<file path="src/rtl/lsu_pkg.sv">
// Shared definitions for the load/store unit: access sizes, FSM states, memory size.
// No logic of its own; used by load_store_unit and load_extend.
// Size helper maps the 2-bit size code to a byte count (0 for the reserved code).
package lsu_pkg;

  localparam int unsigned LSU_MEM_BYTES = 1024;

  localparam logic [1:0] SIZE_BYTE = 2'b00;
  localparam logic [1:0] SIZE_HALF = 2'b01;
  localparam logic [1:0] SIZE_WORD = 2'b10;
  localparam logic [1:0] SIZE_RSVD = 2'b11;

  typedef enum logic [1:0] {
    IDLE   = 2'd0,
    ACCESS = 2'd1,
    RESP   = 2'd2
  } lsu_state_e;

  function automatic logic [2:0] size_bytes(input logic [1:0] size);
    case (size)
      SIZE_BYTE: return 3'd1;
      SIZE_HALF: return 3'd2;
      SIZE_WORD: return 3'd4;
      default:   return 3'd0;
    endcase
  endfunction

endpackage

</file>
<file path="src/rtl/load_extend.sv">
// Load result formatting: right-justified assembled bytes to a 32-bit register value.
// Latency: purely combinational.
// Backpressure: none; follows its inputs.
module load_extend
  import lsu_pkg::*;
(
  input  logic [31:0] bytes_i,
  input  logic [1:0]  size_i,
  input  logic        is_signed_i,
  output logic [31:0] data_o
);

  // Byte/half results fill the upper bits with the item MSB when signed, else zero
  always_comb begin
    data_o = bytes_i;
    case (size_i)
      SIZE_BYTE: data_o = {{24{is_signed_i & bytes_i[7]}}, bytes_i[7:0]};
      SIZE_HALF: data_o = {{16{is_signed_i & bytes_i[15]}}, bytes_i[15:0]};
      default:   data_o = bytes_i;
    endcase
  end

endmodule

</file>
<file path="src/rtl/load_store_unit.sv">
// MEM-stage load/store unit driving a byte-wide big-endian data memory.
// Latency: n byte cycles after acceptance plus one response cycle (error: response next cycle).
// Backpressure: req_ready only in IDLE; requests offered while busy are ignored, not queued.
module load_store_unit
  import lsu_pkg::*;
#(
  parameter int unsigned MEM_BYTES = LSU_MEM_BYTES
) (
  input  logic        clk,
  input  logic        rst_n,
  input  logic        req_valid,
  output logic        req_ready,
  input  logic        req_write,
  input  logic [1:0]  req_size,
  input  logic        req_signed,
  input  logic [31:0] req_addr,
  input  logic [31:0] req_wdata,
  output logic        resp_valid,
  output logic [31:0] resp_rdata,
  output logic        resp_err,
  output logic        busy,
  output logic [31:0] mem_addr,
  output logic [7:0]  mem_wdata,
  output logic        mem_we,
  input  logic [7:0]  mem_rdata
);

  localparam logic [32:0] MEM_LIMIT = 33'(MEM_BYTES);

  lsu_state_e  state_q, state_d;
  logic        write_q, write_d;
  logic [1:0]  size_q, size_d;
  logic        sgn_q, sgn_d;
  logic [31:0] addr_q, addr_d;
  logic [1:0]  idx_q, idx_d;
  logic [1:0]  last_q, last_d;
  logic [31:0] data_q, data_d;
  logic [31:0] rdata_q, rdata_d;
  logic        err_q, err_d;

  logic [2:0]  req_n;
  logic [32:0] req_end;
  logic        req_bad;
  logic        last_byte;
  logic [31:0] load_shift;
  logic [31:0] load_ext;

  // Decode the offered request: byte count, alignment and range legality
  always_comb begin
    req_n   = size_bytes(req_size);
    req_end = {1'b0, req_addr} + {30'b0, req_n};
    case (req_size)
      SIZE_HALF: req_bad = req_addr[0];
      SIZE_WORD: req_bad = |req_addr[1:0];
      SIZE_RSVD: req_bad = 1'b1;
      default:   req_bad = 1'b0;
    endcase
    if (req_end > MEM_LIMIT) req_bad = 1'b1;
  end

  // Loads shift bytes in from the right, so the lowest address ends up most significant
  assign last_byte  = (idx_q == last_q);
  assign load_shift = {data_q[23:0], mem_rdata};

  load_extend u_load_extend (
    .bytes_i     (load_shift),
    .size_i      (size_q),
    .is_signed_i (sgn_q),
    .data_o      (load_ext)
  );

  // State register
  always_ff @(posedge clk or negedge rst_n) begin
    if (!rst_n) state_q <= IDLE;
    else        state_q <= state_d;
  end

  // Next-state logic
  always_comb begin
    state_d = state_q;
    case (state_q)
      IDLE:    if (req_valid) state_d = req_bad ? RESP : ACCESS;
      ACCESS:  if (last_byte) state_d = RESP;
      RESP:    state_d = IDLE;
      default: state_d = IDLE;
    endcase
  end

  // Datapath next values: request latch, byte walk, response capture
  always_comb begin
    write_d = write_q;
    size_d  = size_q;
    sgn_d   = sgn_q;
    addr_d  = addr_q;
    idx_d   = idx_q;
    last_d  = last_q;
    data_d  = data_q;
    rdata_d = rdata_q;
    err_d   = err_q;
    case (state_q)
      IDLE: begin
        if (req_valid) begin
          write_d = req_write;
          size_d  = req_size;
          sgn_d   = req_signed;
          addr_d  = req_addr;
          idx_d   = 2'd0;
          last_d  = 2'(req_n - 3'd1);
          // Stores are pre-aligned so the item's MSB sits in the top byte
          if (!req_write)                data_d = 32'h0;
          else if (req_size == SIZE_BYTE) data_d = {req_wdata[7:0], 24'h0};
          else if (req_size == SIZE_HALF) data_d = {req_wdata[15:0], 16'h0};
          else                            data_d = req_wdata;
          if (req_bad) begin
            err_d   = 1'b1;
            rdata_d = 32'h0;
          end
        end
      end
      ACCESS: begin
        idx_d  = idx_q + 2'd1;
        data_d = write_q ? {data_q[23:0], 8'h0} : load_shift;
        if (last_byte) begin
          err_d   = 1'b0;
          rdata_d = write_q ? 32'h0 : load_ext;
        end
      end
      default: ;
    endcase
  end

  // Datapath registers; response fields persist until the next response
  always_ff @(posedge clk or negedge rst_n) begin
    if (!rst_n) begin
      write_q <= 1'b0;
      size_q  <= 2'b00;
      sgn_q   <= 1'b0;
      addr_q  <= 32'h0;
      idx_q   <= 2'd0;
      last_q  <= 2'd0;
      data_q  <= 32'h0;
      rdata_q <= 32'h0;
      err_q   <= 1'b0;
    end else begin
      write_q <= write_d;
      size_q  <= size_d;
      sgn_q   <= sgn_d;
      addr_q  <= addr_d;
      idx_q   <= idx_d;
      last_q  <= last_d;
      data_q  <= data_d;
      rdata_q <= rdata_d;
      err_q   <= err_d;
    end
  end

  // Outputs: memory port is active only during ACCESS, quiet (all zero) otherwise
  always_comb begin
    req_ready  = (state_q == IDLE);
    busy       = (state_q != IDLE);
    resp_valid = (state_q == RESP);
    resp_rdata = rdata_q;
    resp_err   = err_q;
    mem_addr   = 32'h0;
    mem_wdata  = 8'h0;
    mem_we     = 1'b0;
    if (state_q == ACCESS) begin
      mem_addr = addr_q + {30'b0, idx_q};
      if (write_q) begin
        mem_we    = 1'b1;
        mem_wdata = data_q[31:24];
      end
    end
  end

endmodule
</file>
<file path="config.mk">
export PLATFORM = sky130hd
export DESIGN_NAME = load_store_unit
export DESIGN_NICKNAME = d
export VERILOG_FILES = /design/src/rtl/lsu_pkg.sv /design/src/rtl/load_extend.sv /design/src/rtl/load_store_unit.sv
export SDC_FILE = /design/constraint.sdc
export NUM_CORES = 1
export LEC_CHECK = 0
export ABC_AREA = 1
export BUFFER_PORTS_ARGS = -buffer_cell sky130_fd_sc_hd__buf_2
export CAP_MARGIN = 5
export CORE_MARGIN = 2
export CORE_UTILIZATION = 50
export DETAILED_ROUTE_END_ITERATION = 10
export GPL_TIMING_DRIVEN = 0
export PLACE_DENSITY = 0.8
export SYNTH_ARGS = -nofsm -noshare
export SYNTH_HDL_FRONTEND = slang
export SYNTH_HIERARCHICAL = 1
export SYNTH_SLANG_ARGS = --single-unit
</file>
<file path="constraint.sdc">
create_clock -name clk -period 2.75 [get_ports clk]
set_clock_uncertainty 0.05 [all_clocks]
set_input_delay 0.6875 -clock clk [delete_from_list [all_inputs] [get_ports clk]]
set_output_delay 0.6875 -clock clk [all_outputs]
set_load 0.02 [all_outputs]
</file>
==> flow_metrics.py <==
metrics = {
    "route": {
        "met3WireLength_mm": 2.31,
        "wl_per_cell_um": 17.9,
        "dr.max_layer_used": "met4",
        "wl_met2_mm": 12.4,
        "post_drt_via_cell_ratio": 5.72,
        "routed_wl_mm": 26.1,
        "firstDrtPassIters": 7,
        "wl_met1_mm": 10.1,
        "ant_nets": 0,
        "dr_total_vias": 8306,
        "drt_iter0_drc": 881,
        "drc": 0,
    },
    "timing": {
        "finalMaxSlewViolations": 0,
        "holdWs_ns": 0.262,
        "grt_setup_unrepaired": "true",
        "hold_violations": 0,
        "fin_ws_ns": -0.657,
        "setup_viol": 38,
        "maxSlewHeadroom_pct": 43.9,
        "fmaxAchievable_mhz": 293,
        "fin_crit_sh_pct": 124,
        "setup_tns_ns": -11.32,
        "worst_slew_pin_slew_ns": 0.841,
        "timing.final.crit_period_ns": 3.41,
    },
    "clock_network": {
        "clk_latency_ns": 0.36,
        "clk_path_buf_depth": 2,
        "cts_tree": "done",
        "path_clk_slew_ns": 0.07,
        "cts_buffers": 9,
        "cts.sinks": 107,
        "cts_root_buffer": "clkbuf_16",
        "cts-htree-levels": 3,
    },
    "power": {
        "leakage_nw": 5.05,
        "ir_worst_vdd_mv": 0.472,
        "power_density_nw_per_um2": 676,
    },
    "yosys": {
        "yosys_warnings": 6,
        "synth_edf_count": 0,
        "synth_cell_types": 45,
        "synth_fp_nets": 1145,
        "synthCells": 1059,
        "post_synth.cell_area_avg_um2": 6.84,
        "yosys_most_used_dff": "dfrtp_1",
        "ys_ff_latch": 107,
        "seq_area_frac_synth_pct": 37.0,
        "async_reset_ff_share_pct": 100,
        "netlist_area_um2": 7240,
    },
    "status": {
        "status": "complete, but fails checks",
        "violations": "setup timing",
    },
    "global_route": {
        "grt_start_max_net_pins": 69,
        "grt_overflow_total": 0,
        "grt_usage_pct": 32.4,
        "grt_pass1_wl_mm": 40.3,
        "first_global_vias": 7882,
        "antenna_found_initial": 0,
    },
    "place": {
        "routabilityCongestion": 0.988,
        "dp_slack_ns": -0.819,
        "io_buffers": 155,
        "dp_hpwl_mm": 19.1,
        "placed_cells": 1395,
    },
    "worst_setup_path": {
        "start_kind": "flip-flop",
        "worst_r2r_path_depth": 8,
        "cp.required_ns": 2.01,
        "cp-end-kind": "primary output",
        "rr_endpoint": "data_q[12]",
        "critPathLaunch": "idx_q[0]",
        "worstPathMaxFanout": 4,
        "rrSetupSlack_ns": 0.30,
        "cp_data_arrival_time_ns": 2.67,
        "r2r_start": "state_q[1]",
        "endpoint": "mem_addr[16]",
        "critPathKind": "reg2out",
    },
    "floorplan": {
        "core_area_um2": 14000,
        "num_io_pins": 156,
        "placementRows": 43,
        "die_w_um": 124,
        "die_y_um": 124,
        "dieArea_um2": 15500,
        "initial_core_util_pct": 51.8,
    },
    "finish": {
        "multi_input_area_um2": 4520,
        "layout_common_cells": "nand2_1 (304), buf_2 (130), dfrtp_1 (103)",
        "num-nets-final": 1356,
        "final_common_cell": "nand2_1",
        "area_delta_synth_final_pct": 35.1,
        "num_antenna_cells": 0,
        "stdcell_count": 1453,
        "drive_gt1_share_pct": 32.1,
        "fillCellCount": 1193,
        "seq_area_um2": 2680,
    },
    "worst_hold_path": {
        "min-delay-path-class": "in2async",
    },
    "job": {
        "drv_cap": 0,
    },
}
state kept, by name, indices dropped and copies added (netlist names):
register	flops
resp_rdata	32
addr_q	32
last_q	2
write_q	1
idx_q	2
sgn_q	1
size_q	2
resp_err	1
data_q	32
state_q	2
metrics by stage:
step	power (mW)	area, um2	utilization [%]
3_3_place_gp	4.67	8360	59.7
2_1_floorplan	3.96	7360	-
6_report	6.61	9780	69.9
4_1_cts	6.27	9290	66.4
5_1_grt	6.98	9780	69.9
3_5_place_dp	4.73	8390	60.0
cell usage after synthesis (5+ instances only):
| library cell | n | area share, % |
|---|---|---|
| a21oi_1 | 27 | 1.9 |
| a221o_1 | 5 | 0.69 |
| a22oi_1 | 24 | 2.5 |
| buf_4 | 8 | 0.83 |
| buf_6 | 6 | 0.93 |
| clkbuf_1 | 30 | 1.6 |
| dfrtp_1 | 107 | 37 |
| ha_1 | 5 | 0.86 |
| inv_1 | 98 | 5.1 |
| nand2_1 | 355 | 18 |
| nand2_2 | 12 | 1.0 |
| nand3_1 | 46 | 3.2 |
| nand3_2 | 12 | 1.7 |
| nand4_1 | 47 | 4.1 |
| nor2_1 | 113 | 5.9 |
| nor2_2 | 10 | 0.86 |
| nor3_1 | 22 | 1.5 |
| nor4_1 | 6 | 0.52 |
| o211ai_1 | 5 | 0.52 |
| o21ai_0 | 64 | 4.4 |
| xnor2_1 | 6 | 0.73 |
| xor2_1 | 7 | 0.85 |
where the power goes:
group	total (mW)	internal [mW]	switching (mW)	leakage, nW
Combinational	2.80	0.997	1.81	3.52
Clock	1.28	0.701	0.583	0.139
Sequential	2.53	2.03	0.501	1.39
Total	6.61	3.72	2.89	5.05
critical path, stage by stage, from the launching register on:
cell and delay [ns]:
dfrtp_2 0.41, ha_4 0.15, fa_2 0.21, nand2_2 0.08, nor2_4 0.13, nand2_4 0.08
nor3_4 0.18, nand2_4 0.12, nor3_4 0.22, buf_4 0.14, buf_6 0.09, nand2_2 0.04
nor2_2 0.10, nand2_1 0.07, a21oi_2 0.12, buf_4 0.15
worst min-delay path by stage:
stage,startpoint,slack (ns),endpoint
3_3_place_gp,resp_rdata[19],0.40,resp_rdata[19]
2_1_floorplan,rst_n,0.34,addr_q[0]
3_5_place_dp,resp_rdata[8],0.41,resp_rdata[8]
6_report,rst_n,0.26,resp_rdata[24]
4_1_cts,rst_n,0.28,resp_rdata[24]
5_1_grt,rst_n,0.30,resp_rdata[22]
final cells by class:
| class | count | area share, % |
|---|---|---|
| plain buffers | 48 | 3.40 |
| clock buffers | 10 | 2.34 |
| clock inverters | 4 | 0.537 |
| inverters | 102 | 4.04 |
| multi-input cells | 800 | 46.2 |
| flip-flops and latches | 107 | 27.4 |
| well taps | 180 | 2.30 |
| repair buffers | 202 | 13.7 |
kinds of logic after synthesis:
family          Yosys count  share of synthesized area [%]
compound gates          140                           11.5
flops                   107                           37.0
simple gates            640                           39.1
xor+xnor                 13                           1.57
fa+ha+maj                 7                           1.42
buf+inv                 152                           9.37
per-layer routing:
metal / track usage [%] / vias up
met5: 0 / -
met4: 14.4 / 0
met3: 5.11 / 91
met2: 53.2 / 449
met1: 42.2 / 3881
li1: - / 3885
what timing repair did:
action / CTS / global route
pin swaps: 35 / 37
hold buffers: 0 / 0
buffers inserted: 29 / 16
resized for setup: 111 / 111
cloned: 2 / 1
endpoints found under the setup margin: 65 / 71
(Power assumes the default switching activity.)
